File: src/rtl/hazard_controller_pkg.sv
// hazard_controller_pkg: shared pipeline types and constants for the LEGv8 hazard logic
package hazard_controller_pkg;

    typedef enum logic [1:0] {RUN, LU_STALL, FLUSH} hz_state_t;

    localparam logic [1:0] FWD_RF  = 2'b00;
    localparam logic [1:0] FWD_MEM = 2'b10;
    localparam logic [1:0] FWD_WB  = 2'b01;
    localparam logic [4:0] XZR     = 5'd31;

    // XZR is hard-wired zero, so it never matches as a producer or consumer
    function automatic logic reg_match(input logic [4:0] a, input logic [4:0] b);
        return (a == b) && (a != XZR);
    endfunction

endpackage

File: src/rtl/hazard_controller_fwd.sv
// forwarding_unit: EX-stage operand bypass selects, EX/MEM result preferred over MEM/WB
module forwarding_unit
    import hazard_controller_pkg::*;
(
    input  logic [4:0] RA_EX,
    input  logic [4:0] RB_EX,
    input  logic [4:0] RD_MEM,
    input  logic       RegWrite_MEM,
    input  logic [4:0] RD_WB,
    input  logic       RegWrite_WB,
    output logic [1:0] FwdA,
    output logic [1:0] FwdB
);

    always_comb begin
        FwdA = (RegWrite_MEM && reg_match(RD_MEM, RA_EX)) ? FWD_MEM :
               (RegWrite_WB  && reg_match(RD_WB,  RA_EX)) ? FWD_WB  : FWD_RF;
        FwdB = (RegWrite_MEM && reg_match(RD_MEM, RB_EX)) ? FWD_MEM :
               (RegWrite_WB  && reg_match(RD_WB,  RB_EX)) ? FWD_WB  : FWD_RF;
    end

endmodule

File: src/rtl/hazard_controller.sv
// hazard_controller: load-use stall, taken-branch flush, forwarding selects and perf counters
module hazard_controller
    import hazard_controller_pkg::*;
#(
    parameter int LU_STALL_CYCLES = 1,
    parameter int CNT_W           = 32
)
(
    input  logic             clk,
    input  logic             resetl,
    input  logic [4:0]       RA_ID,
    input  logic [4:0]       RB_ID,
    input  logic             UseA_ID,
    input  logic             UseB_ID,
    input  logic [4:0]       RD_EX,
    input  logic             MemRead_EX,
    input  logic             RegWrite_EX,
    input  logic [4:0]       RA_EX,
    input  logic [4:0]       RB_EX,
    input  logic [4:0]       RD_MEM,
    input  logic             RegWrite_MEM,
    input  logic [4:0]       RD_WB,
    input  logic             RegWrite_WB,
    input  logic             BranchTaken_MEM,
    output logic             PCWrite,
    output logic             IFIDWrite,
    output logic             IDEXBubble,
    output logic             FlushIFID,
    output logic             FlushIDEX,
    output logic             FlushEXMEM,
    output logic [1:0]       FwdA,
    output logic [1:0]       FwdB,
    output logic [CNT_W-1:0] StallCount,
    output logic [CNT_W-1:0] FlushCount
);

    localparam logic [2:0] CNT_LOAD = 3'(LU_STALL_CYCLES - 1);

    hz_state_t  state, state_n;
    logic [2:0] cnt, cnt_n;
    logic       hazard, stall, flush;

    assign hazard = MemRead_EX && RegWrite_EX &&
                    ((UseA_ID && reg_match(RA_ID, RD_EX)) || (UseB_ID && reg_match(RB_ID, RD_EX)));

    // The hazard cycle itself is the first bubble; LU_STALL supplies the remaining ones
    always_comb begin
        state_n = state;
        cnt_n   = cnt;
        stall   = 1'b0;
        flush   = 1'b0;
        if (BranchTaken_MEM) begin
            flush   = 1'b1;
            state_n = FLUSH;
        end else if (state == LU_STALL) begin
            stall   = 1'b1;
            cnt_n   = cnt - 3'd1;
            state_n = (cnt == 3'd1) ? RUN : LU_STALL;
        end else if (state == FLUSH) begin
            state_n = RUN;
        end else if (hazard) begin
            stall   = 1'b1;
            cnt_n   = CNT_LOAD;
            state_n = (LU_STALL_CYCLES > 1) ? LU_STALL : RUN;
        end
    end

    assign PCWrite    = !stall;
    assign IFIDWrite  = !stall;
    assign IDEXBubble = stall;
    assign FlushIFID  = flush;
    assign FlushIDEX  = flush;
    assign FlushEXMEM = flush;

    always_ff @(posedge clk or negedge resetl) begin
        if (!resetl) begin
            state      <= RUN;
            cnt        <= 3'd0;
            StallCount <= '0;
            FlushCount <= '0;
        end else begin
            state      <= state_n;
            cnt        <= cnt_n;
            StallCount <= StallCount + CNT_W'(stall);
            FlushCount <= FlushCount + CNT_W'(BranchTaken_MEM);
        end
    end

    forwarding_unit u_fwd (
        .RA_EX        (RA_EX),
        .RB_EX        (RB_EX),
        .RD_MEM       (RD_MEM),
        .RegWrite_MEM (RegWrite_MEM),
        .RD_WB        (RD_WB),
        .RegWrite_WB  (RegWrite_WB),
        .FwdA         (FwdA),
        .FwdB         (FwdB)
    );

endmodule
File: config.mk
export PLATFORM = sky130hd
export DESIGN_NAME = hazard_controller
export DESIGN_NICKNAME = d
export VERILOG_FILES = /design/src/rtl/hazard_controller_pkg.sv /design/src/rtl/hazard_controller_fwd.sv /design/src/rtl/hazard_controller.sv
export SDC_FILE = /design/constraint.sdc
export NUM_CORES = 1
export LEC_CHECK = 0
export BUFFER_PORTS_ARGS = -buffer_cell sky130_fd_sc_hd__buf_2
export CORE_MARGIN = 3
export CORE_UTILIZATION = 35
export DETAILED_ROUTE_END_ITERATION = 10
export GPL_TIMING_DRIVEN = 0
export PLACE_DENSITY = 0.65
export SYNTH_ARGS = -nofsm -noshare
export SYNTH_HDL_FRONTEND = slang
export SYNTH_SLANG_ARGS = --single-unit
File: constraint.sdc
create_clock -name clk -period 2.2 [get_ports clk]
set_input_delay 0.33 -clock clk [delete_from_list [all_inputs] [get_ports clk]]
set_output_delay 0.33 -clock clk [all_outputs]
set_load 0.05 [all_outputs]
After elaboration in Yosys (flattened, before gate mapping). Index checks and enable logic that the tools add are counted.

Output and inout bits: 74. Word-level logic and storage cells: 58. Register bits: 69. Bits of input ports: 44.

Bitwise gates (word level): 1. Eq/ne operators: 14. Multiplexer cells: 17. Reductions and logical operators: 19. $add $sub $neg: 3.

Operators with widths (count): 32-bit by 1-bit adder with 32-bit output (2); 5-bit equality test (6); 5-bit inequality test, second input constant (4); 1-bit logical AND (14); 2-bit 2-to-1 mux (6); 3-bit 2-to-1 mux (3); 1-bit 2-to-1 mux (8); 4-bit nonzero test (1); 3-bit by 1-bit equality test with 1-bit output, second input constant (1); 3-bit AND reduction (1); 3-bit by 1-bit subtractor with 3-bit output, second input constant (1); 2-bit by 1-bit equality test with 1-bit output, second input constant (1); 2-bit equality test, second input constant (1); 2-bit inequality test, second input constant (1); 2-bit nonzero test (1); 1-bit zero test (1); 1-bit logical OR (1); 1-bit NOT (1).

Longest topological paths before layout.
Depth after elaboration: 10. Mapped depth: 11. Depth with buffers taken out: 11.

Cells and area by module. Synthesis repeated with hierarchy kept, for this count alone.

Cells, all modules: 325. Area total of the unflattened synthesis: 3532.1 um^2.

Modules (own cells, without submodules): hazard_controller (times used 1, cells each 289, area each 3246.9 um^2, seq. area each 1726.7 um^2); forwarding_unit (times used 1, cells each 36, area each 285.3 um^2, seq. area each 0.0 um^2).

Worst setup path after synthesis. No wires, ideal clock.

Kind: in2out. Start: in RA_EX[4]. End: out FwdA[0]. Buffers on the path: 0. Data arrival time: 2.904 ns. Cell stages on the path: 4. Data required time: 1.870 ns. Setup slack: -1.034 ns. Cell sequence: xnor2_1 -> nand3_1 -> nor4_1 -> nor4_1.

Cells in the longest elaborated chain, start to end: 5. Elaborated cells on any way between the ends: 8. Those cells by class: eq/ne (2); mux (2); reduce/logical (4).

Ends and longest elaborated chain: start, declared (line hazard_controller.sv:18) `input logic [4:0] RA_EX,`; 5-bit equality test (line hazard_controller_pkg.sv:13) `return (a == b) && (a != XZR);`; 1-bit logical AND (line hazard_controller_pkg.sv:13); 1-bit logical AND (line hazard_controller_fwd.sv:17) `(RegWrite_WB && reg_match(RD_WB, RA_EX)) ? FWD_WB : FWD_RF;`; 1-bit 2-to-1 mux (line hazard_controller_fwd.sv:17); 2-bit 2-to-1 mux (*) (line hazard_controller_fwd.sv:16) `FwdA = (RegWrite_MEM && reg_match(RD_MEM, RA_EX)) ? FWD_MEM :`; end, declared (line hazard_controller.sv:31) `output logic [1:0] FwdA,`.

Mark *: on every way between the ends. The rest lies on a longest branch, timed or not.

Worst setup path after layout.
Start: in RB_ID[0]. End: reg StallCount[24].

Cells in the longest elaborated chain, start to end: 10. Elaborated cells on any way between the ends: 11. Those cells by class: add/sub (1); eq/ne (2); mux (4); reduce/logical (4).

Ends and longest elaborated chain: start, declared (line hazard_controller.sv:12) `input logic [4:0] RB_ID,`; 5-bit equality test / 5-bit inequality test (equally long branches) (line hazard_controller_pkg.sv:13); 1-bit logical AND (*) (line hazard_controller_pkg.sv:13); 1-bit logical AND (*) (line hazard_controller.sv:44) `((UseA_ID && reg_match(RA_ID, RD_EX)) || (UseB_ID && reg_match(RB_ID, RD_EX)));`; 1-bit logical OR (*) (line hazard_controller.sv:44); 1-bit logical AND (*) (line hazard_controller.sv:43) `assign hazard = MemRead_EX && RegWrite_EX &&`; 1-bit 2-to-1 mux (*) (line hazard_controller.sv:61) `end else if (hazard) begin`; 1-bit 2-to-1 mux (*) (line hazard_controller.sv:59) `end else if (state == FLUSH) begin`; 1-bit 2-to-1 mux (*) (line hazard_controller.sv:55) `end else if (state == LU_STALL) begin`; 1-bit 2-to-1 mux (*) (line hazard_controller.sv:52) `if (BranchTaken_MEM) begin`; 32-bit by 1-bit adder with 32-bit output (*) (line hazard_controller.sv:84) `StallCount <= StallCount + CNT_W'(stall);`; end signal, assigned (line hazard_controller.sv:84); end, declared (line hazard_controller.sv:33) `output logic [CNT_W-1:0] StallCount,`.

Marked as above. A chain may end at the register's enable or synchronous reset.

==> results by group <==
Synth
  – Post-synth EDFFs: 0
  – Yosys top cell by area: dfrtp_1
  – Synthesized cell area: 0.003540 mm^2
  – Leading cell type by number of instances after synthesis: dfrtp_1
  – Top cells by count, synth: 69 x dfrtp_1, 56 x xnor2_1, 41 x nand3_1
  – Flops & latches, synth: 69
  – Yosys top cell area share: 48.78%
  – Yosys cell types: 37
  – Largest cells by area after synthesis: dfrtp_1 49%, xnor2_1 14%, xor2_1 7.9%
  – Yosys warns: 0
  – Mean post-synth cell area: 10.96 um^2
  – Seq/Total Area, Yosys: 48.78%
  – Syn nets: 375
  – Top FF cell, synth: dfrtp_1
  – Synth Instances: 323
  – Async S/R FF share, synth: 100.0%

Placement
  – Port Buf Inserts: 117
  – Detail Placement HPWL: 5884 um
  – Routability Congestion: 0.7938
  – Worst slack, placed: -435.0 ps

Die
  – Die X: 106.6 um
  – Die height: 106.6 um
  – Row count: 36
  – Initial core utilization: 36.05%
  – Core area: 0.009819 mm^2
  – IO Pins: 118
  – Die ar.: 0.01136 mm^2

Critical path
  – Critical path depth in cells: 12
  – Critical Path RT: 2420 ps
  – Worst setup path category: input port to register
  – CP Launch Type: input port
  – CP max stage delay: 540 ps
  – R2R depth: 10
  – Flop2flop setup slack: 200 ps
  – CP top delay family: simple AND/OR/NAND/NOR gates
  – Slowest library cell on the worst path: or4_4
  – RR Endpoint: StallCount[24]
  – Worst Path Arrival: 2400 ps
  – WP buf/inv: 1
  – Max FO, Critical Path: 7
  – R2R Path Start: state[0]
  – Critical-path cell list: buf_6 > xnor2_2 > nand3_1 > or4_4 > a21oi_4 > o21ba_4 > ha_4 > ha_4 > nand2_4 > nor2_4 > nand3_2 > xnor2_2
  – Setup crit end kind: register

Detailed routing
  – DRC viols: 0
  – Vias post-DR: 2856
  – Total wire length: 7888 um
  – DRT Pass-1 Iters: 4
  – ANT nets after route: 0
  – Via density: 4.800
  – WL per Instance: 13.26 um
  – DRT iter0 DRCs: 84

CTS
  – Depth of the CTS H-tree: 3
  – Longest Clk Path Bufs: 2
  – Cts hold-fix bufs: 0
  – Sink Count: 69
  – Clock Latency Late Sink: 340 ps
  – Num CTS Buffers: 9
  – Root Driver: clkbuf_8
  – TritonCTS clock tree: built
  – Reg clk slew, reported paths: 90 ps

Power and ir drop
  – Combinational Power Share: 18.7%
  – Psw: 0.001010 W
  – Leakage: 2.403 nW
  – Worst vdd ir: 0.0002935 V
  – Sequential Power Share: 44.9%
  – Sw Ratio: 31.80%
  – P_int: 0.002165 W
  – P per Cell Area: 661.3 mW/mm^2
  – Clk pwr share: 36.4%

Timing
  – Final Max Tran Viols: 0
  – WHS: 86.46 ps
  – Fin Clk Skew: 10.05 ps
  – RSZ-0062 raised after global routing: yes
  – Final Cycle Share: 99.17%
  – Rel. slew slack: 42.45%
  – Worst-Margin Slew: 863.3 ps
  – Final Setup Violations: 0
  – Max Freq: 458.3 MHz
  – Worst setup margin: 18.19 ps
  – Final hold violation count: 0
  – Post-layout min period: 2182 ps

Global routing
  – Initial antenna violation count: 0
  – Vias in the first global route: 2839
  – Largest net degree at the start of global routing: 70
  – Global Route Usage Sum: 14.30%
  – First-pass GRT wire length: 13320 um
  – GRT overflow: 0

Job
  – Max-cap viol count: 0

Cells and area
  – Final core occ: 48.89%
  – Area of the multi-input gates: 0.001944 mm^2
  – Register area: 0.001727 mm^2
  – Antenna Cells: 0
  – Area Growth Syn to Fin: 35.63%
  – Proportion of layout cells with a drive suffix above 1: 38.31%
  – Fill count: 957
  – Fin nets: 509

Status
  – Status: finished, final reports clean

Min path
  – Min-Delay Path Class: input port to asynchronous set/reset pin
## registers in the layout, indices dropped and copies added (netlist names)
| signal | flops |
|---|---|
| FlushCount | 32 |
| StallCount | 32 |
| cnt | 3 |
| state | 2 |
## routing by layer
metal  share of wire [%]  track usage (%)  up-vias
met5                   0                0        -
met4                 1.0            3.562        0
met3                 5.2            4.007        5
met2                  49            24.46       71
met1                  45            17.81     1381
li1                    -                -     1399
## cells by family after synthesis
| kind of cell | Yosys count | synth area share (%) |
|---|---|---|
| buffers and inverters | 13 | 1.838 |
| adder cells (fa/ha/maj) | 8 | 2.828 |
| AO/OA/AOI/OAI | 13 | 2.934 |
| AND/OR/NAND/NOR | 129 | 20.96 |
| flip-flops | 69 | 48.78 |
| XOR/XNOR | 88 | 21.77 |
| multiplexers | 3 | 0.8837 |
## worst reg2reg max path, cell delays in order, from the launching register on
cell     delay [ps]
dfrtp_1         350
inv_1            60
ha_1            260
a21oi_4         150
o21ba_4         160
ha_4            170
ha_4            150
nand2_4          70
nor2_4          230
nand3_2         130
xnor2_2         150
## how the worst max path moves through the flow
stage                                 to     start  slack [ps]
after detailed placement  StallCount[28]  RD_EX[3]        -440
after global routing      StallCount[24]  RB_ID[4]         -80
after floorplan           StallCount[26]  RB_ID[2]        -330
after global placement    StallCount[30]  RD_EX[3]        -410
final                     StallCount[24]  RB_ID[0]          20
after CTS                 StallCount[24]  RB_ID[1]         -10
## final cells by class
class	instances	share of cell area, %
tap	133	3.466
clock buffer	9	2.580
sequential	69	35.97
multi-input combinational	241	40.50
inverter	8	0.6255
buffer	5	0.8600
timing repair buffer	123	13.97
clock inverter	7	2.033
## power groups by stage
stage	Sequential, W	Clock, W	Combinational (W)
2_1_floorplan	0.00166	0	0.000175
4_1_cts	0.00143	0.00119	0.000602
3_5_place_dp	0.00145	0	0.000587
6_report	0.00143	0.00116	0.000594
3_3_place_gp	0.00145	0	0.000579
5_1_grt	0.00144	0.00126	0.000636
## through the flow
stage	total power, W	cell area [um^2]	TNS [ps]	std cells
4_1_cts	0.003222	4778	-15.78	593
6_report	0.003175	4801	0	595
3_3_place_gp	0.002027	4434	-7494	573
2_1_floorplan	0.001836	3682	-5749	323
5_1_grt	0.003340	4801	-660.4	595
3_5_place_dp	0.002037	4437	-8392	573
## timing repair
item                                   in CTS  in global routing
setup buffers                               4                  2
pin swaps                                  15                 11
endpoints found under the hold margin       0                  0
setup endpoints to repair                  14                 21
gates resized for setup                    17                  1
## layout by cell type, fill, tap and decap left out, types with 9 or more instances in the layout
cell / n
nand3_1: 33
and3_1: 10
xor2_1: 32
nand4_1: 12
buf_2: 110
nor2_1: 11
clkbuf_8: 9
xnor2_1: 52
nand2_1: 19
dfrtp_1: 69
buf_4: 11
(Power assumes the default switching activity.)
